`src/rtl/lsu_mem_pipe_pkg.sv`:
```
// Shared types for the LSU memory stage.
// micro_op_t is the issued uop bundle seen by lsu_mem_pipe.
package lsu_mem_pipe_pkg;

  localparam int XLEN = 32;

  localparam logic [1:0] SZ_B = 2'd0;
  localparam logic [1:0] SZ_H = 2'd1;
  localparam logic [1:0] SZ_W = 2'd2;

  typedef struct packed {
    logic            valid;
    logic            is_store;
    logic [1:0]      mem_size;
    logic            mem_unsigned;
    logic [4:0]      rd;
    logic [XLEN-1:0] imm;
  } micro_op_t;

endpackage

```
`src/rtl/lsu_mem_pipe_if.sv`:
```
// Data-memory req/gnt/resp bus for the LSU memory stage.
// master = LSU side, slave = memory side.
interface lsu_mem_pipe_if #(
  parameter int XLEN   = 32,
  parameter int STRB_W = 4
);

  logic              mem_req;
  logic              mem_we;
  logic [XLEN-1:0]   mem_addr;
  logic [XLEN-1:0]   mem_wdata;
  logic [STRB_W-1:0] mem_wstrb;
  logic              mem_gnt;
  logic              mem_resp_valid;
  logic [XLEN-1:0]   mem_rdata;

  modport master (
    output mem_req, mem_we, mem_addr,
    output mem_wdata, mem_wstrb,
    input  mem_gnt, mem_resp_valid, mem_rdata
  );

  modport slave (
    input  mem_req, mem_we, mem_addr,
    input  mem_wdata, mem_wstrb,
    output mem_gnt, mem_resp_valid, mem_rdata
  );

endinterface

```
`src/rtl/lsu_mem_pipe.sv`:
```
// LSU memory stage: one load/store in flight, req/gnt/resp to dmem.
// Define LSU_MISALIGN_TRAP_EN to trap misaligned accesses instead of aligning.
module lsu_mem_pipe
  import lsu_mem_pipe_pkg::*;
#(
  parameter int XLEN   = lsu_mem_pipe_pkg::XLEN,
  parameter int STRB_W = XLEN / 8
) (
  input  logic                clock,
  input  logic                reset,
  input  logic                clear_en,
  input  micro_op_t           uop_in,
  input  logic [XLEN-1:0]     rs1_data,
  input  logic [XLEN-1:0]     rs2_data,
  output logic                ex_busy,
  lsu_mem_pipe_if.master      mem,
  output logic                wb_valid,
  output micro_op_t           wb_uop,
  output logic [XLEN-1:0]     wb_data,
  output logic                wb_misaligned
);

  typedef enum logic [2:0] {
    S_IDLE,
    S_REQ,
    S_WAIT,
    S_DONE,
    S_DRAIN
  } state_t;

  state_t            r_state;
  state_t            w_next;
  micro_op_t         r_uop;
  logic [XLEN-1:0]   r_addr;
  logic [XLEN-1:0]   r_rs2;
  logic [XLEN-1:0]   r_data;
  logic              r_mis;

  logic [XLEN-1:0]   w_addr;
  logic [XLEN-1:0]   w_lat_addr;
  logic              w_trap;
  logic              w_req;
  logic              w_done;
  logic [4:0]        w_sh;
  logic [STRB_W-1:0] w_mask;
  logic [XLEN-1:0]   w_rsh;
  logic [XLEN-1:0]   w_ld;

  assign w_addr = rs1_data + uop_in.imm;

`ifdef LSU_MISALIGN_TRAP_EN
  logic w_mis;
  always_comb begin
    w_mis = 1'b0;
    unique case (1'b1)
      uop_in.mem_size == SZ_H: w_mis = w_addr[0];
      uop_in.mem_size == SZ_W: w_mis = |w_addr[1:0];
      default:                 w_mis = 1'b0;
    endcase
  end
  assign w_trap     = w_mis;
  assign w_lat_addr = w_addr;
`else
  logic [XLEN-1:0] w_align;
  always_comb begin
    w_align = w_addr;
    unique case (1'b1)
      uop_in.mem_size == SZ_H: w_align = {w_addr[XLEN-1:1], 1'b0};
      uop_in.mem_size == SZ_W: w_align = {w_addr[XLEN-1:2], 2'b00};
      default:                 w_align = w_addr;
    endcase
  end
  assign w_trap     = 1'b0;
  assign w_lat_addr = w_align;
`endif

  always_comb begin
    w_next = r_state;
    unique case (r_state)
      S_IDLE: begin
        if (!clear_en && uop_in.valid)
          w_next = w_trap ? S_DONE : S_REQ;
      end
      S_REQ: begin
        // a granted load is already in memory's hands: wait out its resp
        if (clear_en)
          w_next = (mem.mem_gnt && !r_uop.is_store)
                   ? S_DRAIN : S_IDLE;
        else if (mem.mem_gnt)
          w_next = r_uop.is_store ? S_DONE : S_WAIT;
      end
      S_WAIT: begin
        if (clear_en)
          w_next = S_DRAIN;
        else if (mem.mem_resp_valid)
          w_next = S_DONE;
      end
      S_DONE:  w_next = S_IDLE;
      S_DRAIN: begin
        if (mem.mem_resp_valid)
          w_next = S_IDLE;
      end
      default: w_next = S_IDLE;
    endcase
  end

  always_ff @(posedge clock) begin
    if (reset) begin
      r_state <= S_IDLE;
      r_uop   <= '0;
      r_addr  <= '0;
      r_rs2   <= '0;
      r_data  <= '0;
      r_mis   <= 1'b0;
    end else begin
      r_state <= w_next;
      if (r_state == S_IDLE && w_next != S_IDLE) begin
        r_uop  <= uop_in;
        r_addr <= w_lat_addr;
        r_rs2  <= rs2_data;
        r_data <= '0;
        r_mis  <= w_trap;
      end
      if (r_state == S_WAIT && w_next == S_DONE)
        r_data <= w_ld;
    end
  end

  assign w_sh = {r_addr[1:0], 3'b000};

  always_comb begin
    w_mask = '1;
    unique case (1'b1)
      r_uop.mem_size == SZ_B: w_mask = STRB_W'(1);
      r_uop.mem_size == SZ_H: w_mask = STRB_W'(3);
      default:                w_mask = '1;
    endcase
  end

  assign w_rsh = mem.mem_rdata >> w_sh;

  always_comb begin
    w_ld = '0;
    unique case (1'b1)
      r_uop.mem_size == SZ_B:
        w_ld = {{(XLEN-8){~r_uop.mem_unsigned & w_rsh[7]}},
                w_rsh[7:0]};
      r_uop.mem_size == SZ_H:
        w_ld = {{(XLEN-16){~r_uop.mem_unsigned & w_rsh[15]}},
                w_rsh[15:0]};
      default: w_ld = w_rsh;
    endcase
  end

  assign w_req  = (r_state == S_REQ);
  assign w_done = (r_state == S_DONE);

  assign ex_busy       = (r_state != S_IDLE);
  assign mem.mem_req   = w_req;
  assign mem.mem_we    = w_req & r_uop.is_store;
  assign mem.mem_addr  = w_req ? r_addr : '0;
  assign mem.mem_wstrb = w_req ? (w_mask << r_addr[1:0]) : '0;
  assign mem.mem_wdata = (w_req && r_uop.is_store)
                         ? (r_rs2 << w_sh) : '0;

  assign wb_valid      = w_done;
  assign wb_uop        = w_done ? r_uop : '0;
  assign wb_data       = w_done ? r_data : '0;
  assign wb_misaligned = w_done & r_mis;

endmodule

```
`src/flat_wrapper.sv`:
```
// flat-port wrapper written by rule: the top's interface ports become plain ports
module lsu_mem_pipe_flat import lsu_mem_pipe_pkg::*;
#(
  parameter int XLEN   = lsu_mem_pipe_pkg::XLEN,
  parameter int STRB_W = XLEN / 8
)
  (clock, reset, clear_en, uop_in, rs1_data, rs2_data, ex_busy, wb_valid, wb_uop, wb_data, wb_misaligned, mem_mem_req, mem_mem_we, mem_mem_addr, mem_mem_wdata, mem_mem_wstrb, mem_mem_gnt, mem_mem_resp_valid, mem_mem_rdata);
  lsu_mem_pipe_if #(.XLEN(XLEN), .STRB_W(STRB_W)) mem_i ();
  input  logic clock;
  input  logic reset;
  input  logic clear_en;
  input  micro_op_t uop_in;
  input  logic [XLEN-1:0] rs1_data;
  input  logic [XLEN-1:0] rs2_data;
  output logic ex_busy;
  output logic wb_valid;
  output micro_op_t wb_uop;
  output logic [XLEN-1:0] wb_data;
  output logic wb_misaligned;
  output wire logic [$bits(mem_i.mem_req)-1:0] mem_mem_req;
  output wire logic [$bits(mem_i.mem_we)-1:0] mem_mem_we;
  output wire logic [$bits(mem_i.mem_addr)-1:0] mem_mem_addr;
  output wire logic [$bits(mem_i.mem_wdata)-1:0] mem_mem_wdata;
  output wire logic [$bits(mem_i.mem_wstrb)-1:0] mem_mem_wstrb;
  input wire logic [$bits(mem_i.mem_gnt)-1:0] mem_mem_gnt;
  input wire logic [$bits(mem_i.mem_resp_valid)-1:0] mem_mem_resp_valid;
  input wire logic [$bits(mem_i.mem_rdata)-1:0] mem_mem_rdata;
  assign mem_mem_req = mem_i.mem_req;
  assign mem_mem_we = mem_i.mem_we;
  assign mem_mem_addr = mem_i.mem_addr;
  assign mem_mem_wdata = mem_i.mem_wdata;
  assign mem_mem_wstrb = mem_i.mem_wstrb;
  assign mem_i.mem_gnt = mem_mem_gnt;
  assign mem_i.mem_resp_valid = mem_mem_resp_valid;
  assign mem_i.mem_rdata = mem_mem_rdata;
  lsu_mem_pipe #(.XLEN(XLEN), .STRB_W(STRB_W)) u_core (.clock(clock), .reset(reset), .clear_en(clear_en), .uop_in(uop_in), .rs1_data(rs1_data), .rs2_data(rs2_data), .ex_busy(ex_busy), .mem(mem_i), .wb_valid(wb_valid), .wb_uop(wb_uop), .wb_data(wb_data), .wb_misaligned(wb_misaligned));
endmodule
```
`config.mk`:
```
export PLATFORM = sky130hd
export DESIGN_NAME = lsu_mem_pipe_flat
export DESIGN_NICKNAME = d
export VERILOG_FILES = /design/src/rtl/lsu_mem_pipe_pkg.sv /design/src/rtl/lsu_mem_pipe_if.sv /design/src/rtl/lsu_mem_pipe.sv /design/src/flat_wrapper.sv
export SDC_FILE = /design/constraint.sdc
export NUM_CORES = 1
export LEC_CHECK = 0
export CAP_MARGIN = 10
export CORE_ASPECT_RATIO = 1.2
export CORE_MARGIN = 1.5
export CORE_UTILIZATION = 47
export CTS_BUF_LIST = sky130_fd_sc_hd__clkbuf_16
export CTS_CLUSTER_SIZE = 14
export DETAILED_ROUTE_END_ITERATION = 16
export PLACE_DENSITY = 0.83
export SYNTH_ARGS = -nofsm -noshare
export SYNTH_HDL_FRONTEND = slang
export SYNTH_SLANG_ARGS = --single-unit
export TNS_END_PERCENT = 5
```
`constraint.sdc`:
```
create_clock -name clock -period 3.1 [get_ports clock]
set_input_delay 0.465 -clock clock [delete_from_list [all_inputs] [get_ports clock]]
set_output_delay 0.465 -clock clock [all_outputs]
set_load 0.005 [all_outputs]
```
# ---- Word-level counts from Yosys, hierarchy flattened
# Index checks and enable logic that the tools add are counted.
dict set report totals {
  register_bits 141
  inputBits 143
  output_inout_bits 147
  elab_cells 57
}
dict set report classes {
  n_addsub 1
  eq_ne 8
  n_shift 3
  mux 19
  n_bitwise 4
  n_reduce_logical 12
}
# operator count
set ops {}
lappend ops {{2-to-1 mux 32 bit} 5}
lappend ops {{one-hot mux 32 bit (2 select lines)} 1}
lappend ops {{2-to-1 mux 42 bit} 1}
lappend ops {{adder 32 bit} 1}
lappend ops {{left shift 32 x 5 -> 32 bit} 1}
lappend ops {{>> shifter 32 x 5 -> 32 bit} 1}
lappend ops {{2-to-1 mux 3 bit} 7}
lappend ops {{one-hot mux 3 bit (4 select lines)} 1}
lappend ops {{== test 3 x 2 -> 1 bit, second input constant} 3}
lappend ops {{one-hot mux 4 bit (2 select lines)} 1}
lappend ops {{nonzero test 3 bit} 2}
lappend ops {{logical AND 1 bit} 5}
lappend ops {{== test 2 x 1 -> 1 bit, second input constant} 2}
lappend ops {{2-to-1 mux 4 bit} 1}
lappend ops {{one-hot mux 2 bit (2 select lines)} 1}
lappend ops {{left shift 4 x 2 -> 4 bit} 1}
lappend ops {{AND 1 bit} 3}
lappend ops {{== test 3 x 1 -> 1 bit, second input constant} 1}
lappend ops {{== test 3 bit, second input constant} 1}
lappend ops {{logical NOT 3 bit} 1}
lappend ops {{== test 2 bit, second input constant} 1}
lappend ops {{logical NOT 1 bit} 2}
lappend ops {{logical NOT 2 bit} 1}
lappend ops {{nonzero test 2 bit} 1}
lappend ops {{2 further kinds} 2}

# ---- Logic depth before layout (Yosys ltp)
dict set report depth {
  ltp_word 9
  depth_mapped 12
  mapped_depth_nobuf 10
}

# ---- Worst setup path before layout
# Ideal clock, no wire load.
dict set report synth_timing {
  path_kind {input-to-reg}
  start {in uop_in[0] (netlist bit)}
  end {reg u_core.r_addr[24]}
  arrival_ps 2535
  t_required_ps 2986
  setup_slack_ps 451
  path_stages 10
  path_buffers 0
  cell_sequence {ha_1 fa_1 a21o_1 and4_1 o211ai_1 o211ai_1 o41ai_2 o21ai_1 xor2_1 a21o_1}
}
dict set report synth_via {
  elab_chain_cells 1
}
# item line
set synth_lines {}
lappend synth_lines {{start, declared} flat_wrapper.sv:12} ;# input micro_op_t uop_in;
lappend synth_lines {{adder 32 bit} lsu_mem_pipe.sv:49} ;# assign w_addr = rs1_data + uop_in.imm;
lappend synth_lines {{end signal, assigned} lsu_mem_pipe.sv:119} ;# r_addr <= w_lat_addr;
lappend synth_lines {{end, declared} lsu_mem_pipe.sv:34} ;# logic [XLEN-1:0] r_addr;
# No other way between the ends.
# A chain may end at the register's enable or synchronous reset.

# ---- Final worst setup path
dict set report layout_timing {
  start {reg u_core.r_state[1]}
  end {out wb_data[24]}
}
dict set report layout_via {
  elab_chain_cells 2
}
# item line
set layout_lines {}
lappend layout_lines {{start, declared} lsu_mem_pipe.sv:31} ;# state_t r_state;
lappend layout_lines {{start signal, assigned} lsu_mem_pipe.sv:116} ;# r_state <= w_next;
lappend layout_lines {{== test 3 x 2 -> 1 bit} lsu_mem_pipe.sv:156} ;# assign w_done = (r_state == S_DONE);
lappend layout_lines {{2-to-1 mux 32 bit} lsu_mem_pipe.sv:168} ;# assign wb_data = w_done ? r_data : '0;
lappend layout_lines {{end, declared} flat_wrapper.sv:18} ;# output logic [XLEN-1:0] wb_data;
# No other way between the ends.

==> results by group <==
Synthesis
  – Synth Flop Type: dfxtp_1
  – Sequential share of the synthesized area: between 30% and 40%
  – Yosys warnings: 0
  – Yosys cell types: 68
  – Asr flop ratio synth: 0%
  – Post-synth EDFFs: 0
  – Mean post-synth cell area: between 7 and 8 um^2
  – Net count after synthesis: between 1000 and 1500
  – Post-Syn Area: approximately 8700 um^2
  – Synthesized flop and latch total: around 140
  – Post-Synthesis Cells: 1168

Worst setup path
  – Crit-path max FO: 29
  – Crit Path Class: flop to output port
  – CP bufs+invs: 2
  – Critical path's slowest cell: dfxtp_1
  – Reg-to-reg startpoint: u_core.r_addr[1]
  – CP Capture Type: output port
  – Crit path cell chain: and3b_4 -> buf_4 -> and2_1 -> clkdlybuf4s50_1
  – Worst EP required: between 2 and 3 ns
  – Delay-heaviest family, CP: buffers and inverters
  – Crit-path max cell delay: about 0.53 ns
  – CP arrival: roughly 2.4 ns
  – Worst Setup SP: u_core.r_state[1]
  – Worst setup SP type: flop

STA
  – Final Hold Vio Count: 0
  – Period utilization: 92.3%
  – Slew margin rel.: a little over two fifths
  – Worst-Margin Slew: 0.847 ns
  – RSZ-0062 raised after global routing: false
  – Clock skew: approximately 0.008 ns
  – # setup viols final: 0
  – Setup TNS: 0 ns
  – Max frequency: between 300 and 400 MHz
  – Post-route setup slack: between 0.2 and 0.25 ns
  – Hold_ws: about 0.44 ns
  – Slew Viols, Final: 0
  – Min Tclk post-route: around 2.9 ns

Global route
  – Largest net degree at the start of global routing: 77
  – Vias in the first global route: 9118
  – Gr usage total: 28.5%
  – Aggregate global routing overflow: 0
  – First-pass GRT wire length: approximately 45000 um
  – Antenna violations before repair: 0

Run
  – Max Cap Viol: 0

Floorplanning
  – DIE WIDTH: between 100 and 150 um
  – Initial core utilization: between 40% and 50%
  – Die Y: 152 um
  – Top-Level Pins: 290
  – Std-Cell Rows: 54
  – Core area: roughly 18000 um^2
  – Die ar.: 19300 um^2

Placement
  – Final Wtd Congestion: about 0.9
  – Placement Cell Area: roughly 12000 um^2
  – DP HPWL: about 20000 um
  – Port Buffers: roughly 290
  – DP Worst Slack: -0.106 ns

Worst hold path
  – Hold wc startpoint: u_core.r_addr[6]
  – Worst hold-check path type: flop to flop

Route
  – Post-DRT Antenna Nets: 0
  – Wire per inst: between 15 and 20 um
  – Via count: about 9300
  – Drt via density: between 5 and 6
  – Total Wirelength: roughly 28000 um
  – Initial DRT Pass Iterations: 5
  – Residual DRC: 0
  – Iter 0 DRT Violations: roughly 740

Clock network
  – Clk_lat worst skew: approximately 0.43 ns
  – CTS Root Cell: clkbuf_16
  – Max H-tree Level: 4
  – Clock net sink count: about 140
  – Clock buffer depth: 2
  – CTS Buf Count: 17
  – Hold-fix buffer count after cts: 0
  – TritonCTS clock tree: done
  – Worst-path clk slew: 0.06 ns

Layout
  – Commonest non-fill, non-tap cell in the layout: clkdlybuf4s50_1
  – Final instance area: between 10000 and 15000 um^2
  – Fillers: 1519
  – Most frequent cells in the layout: clkdlybuf4s50_1 (287), nand2_1 (239), dfxtp_1 (138)
  – Multi-input logic area: ~5400 um^2
  – Layout cells sized above 1: 6.33%
  – Area Growth Syn to Fin: 42.1%
  – Diode count: 0
  – FF/Latch Area: approximately 2800 um^2
  – Util after Layout: between 60% and 70%
  – Fin nets: around 1600

Power and ir drop
  – Pleak: between 4 and 5 nW
  – VDD IR-drop max: just under 400 uV
  – P per Cell Area: around 420 nW/um^2

Status
  – Outcome: completed
path summary, 6_finish.rpt:
kind / to / slack, ns / depth (start not counted)
setup / recovery: wb_data[24] / 0.24 / 4
hold / removal: u_core.r_addr[6] / 0.44 / 2
setup reg to reg: u_core.r_data[27] / 0.64 / 9
hold reg to reg: u_core.r_addr[6] / 0.44 / 2
layout make-up:
type                       instances  area share, %
multi-input combinational        922           43.9
timing repair buffer             317           25.6
sequential                       141           22.9
clock buffer                      17           3.45
tap                              224           2.27
clock inverter                    15           1.46
inverter                           9          0.274
layer usage:
layer / up-vias / GRT usage (%) / share of wire, % / wire [um]
met5: - / 0 / 0 / 0
met4: 0 / 12.3 / 3.5 / 973
met3: 66 / 7.15 / 7.5 / 2100
met2: 366 / 49.4 / 49 / 13500
met1: 4396 / 33.1 / 40 / 11300
li1: 4490 / - / - / -
through the flow:
step | power [mW] | cells
floorplan | 2.67 | 1168
global placement | 3.07 | 1613
detailed placement | 3.10 | 1613
CTS | 5.21 | 1645
global route | 5.41 | 1645
finish | 5.21 | 1645
where the power goes:
group	total, mW	switching [mW]	internal (mW)	leakage, nW
Clock	2.12	0.795	1.33	0.302
Combinational	1.10	0.593	0.504	3.13
Sequential	1.98	0.0691	1.92	1.15
Total	5.21	1.46	3.75	4.58
Yosys cell counts, types with 3 or more instances:
| cell | n | area share, % |
|---|---|---|
| nor2b_1 | 17 | 1.2 |
| mux2i_1 | 33 | 3.8 |
| a21oi_1 | 137 | 7.9 |
| nand3_1 | 23 | 1.3 |
| a211oi_1 | 38 | 3.3 |
| o21ai_0 | 28 | 1.6 |
| or4_1 | 5 | 0.43 |
| a21o_1 | 16 | 1.4 |
| a31oi_1 | 23 | 1.7 |
| a22oi_1 | 16 | 1.4 |
| o21a_1 | 6 | 0.52 |
| and2_1 | 120 | 8.7 |
| xor2_1 | 9 | 0.91 |
| buf_4 | 6 | 0.52 |
| buf_1 | 14 | 0.61 |
| nor2_1 | 79 | 3.4 |
| ha_1 | 32 | 4.6 |
| nand4_1 | 4 | 0.29 |
| and3_1 | 6 | 0.43 |
| nor4_1 | 3 | 0.22 |
| dfxtp_1 | 141 | 33 |
| o211ai_1 | 6 | 0.52 |
| o21ai_2 | 4 | 0.40 |
| clkbuf_1 | 45 | 1.9 |
| xnor2_1 | 12 | 1.2 |
| a21boi_0 | 3 | 0.26 |
| buf_2 | 27 | 1.6 |
| o31ai_1 | 3 | 0.26 |
| nand2_1 | 239 | 10 |
| or3_1 | 5 | 0.36 |
| o21ai_1 | 5 | 0.29 |
| inv_1 | 9 | 0.39 |
| nor3_1 | 6 | 0.35 |
registers in the layout, indices dropped and copies added, names as in the netlist:
register / flops
u_core.r_rs2: 32
u_core.r_addr: 32
u_core.r_data: 32
u_core.r_state: 3
u_core.r_uop: 42
tightest hold or removal path: cells and delay by family, from the launching register on:
kind	cells	cell delay, ns
AND/OR/NAND/NOR	1	0.05
AO/OA/AOI/OAI	1	0.05
flip-flops	1	0.30
cells by family after synthesis:
group           Yosys count  share of synthesized area (%)
simple gates            530                           29.3
compound gates          302                           21.7
flops                   141                           32.5
buf+inv                 105                           5.40
mux                      35                           4.07
fa+ha+maj                33                           4.85
xor+xnor                 21                           2.12
other cells               1                         0.0432
what timing repair did:
item	4_1_cts	5_1_grt
setup endpoints to repair	8	27
buffers inserted	0	0
gates resized for setup	1	3
Power figures use the tool's default switching activity.
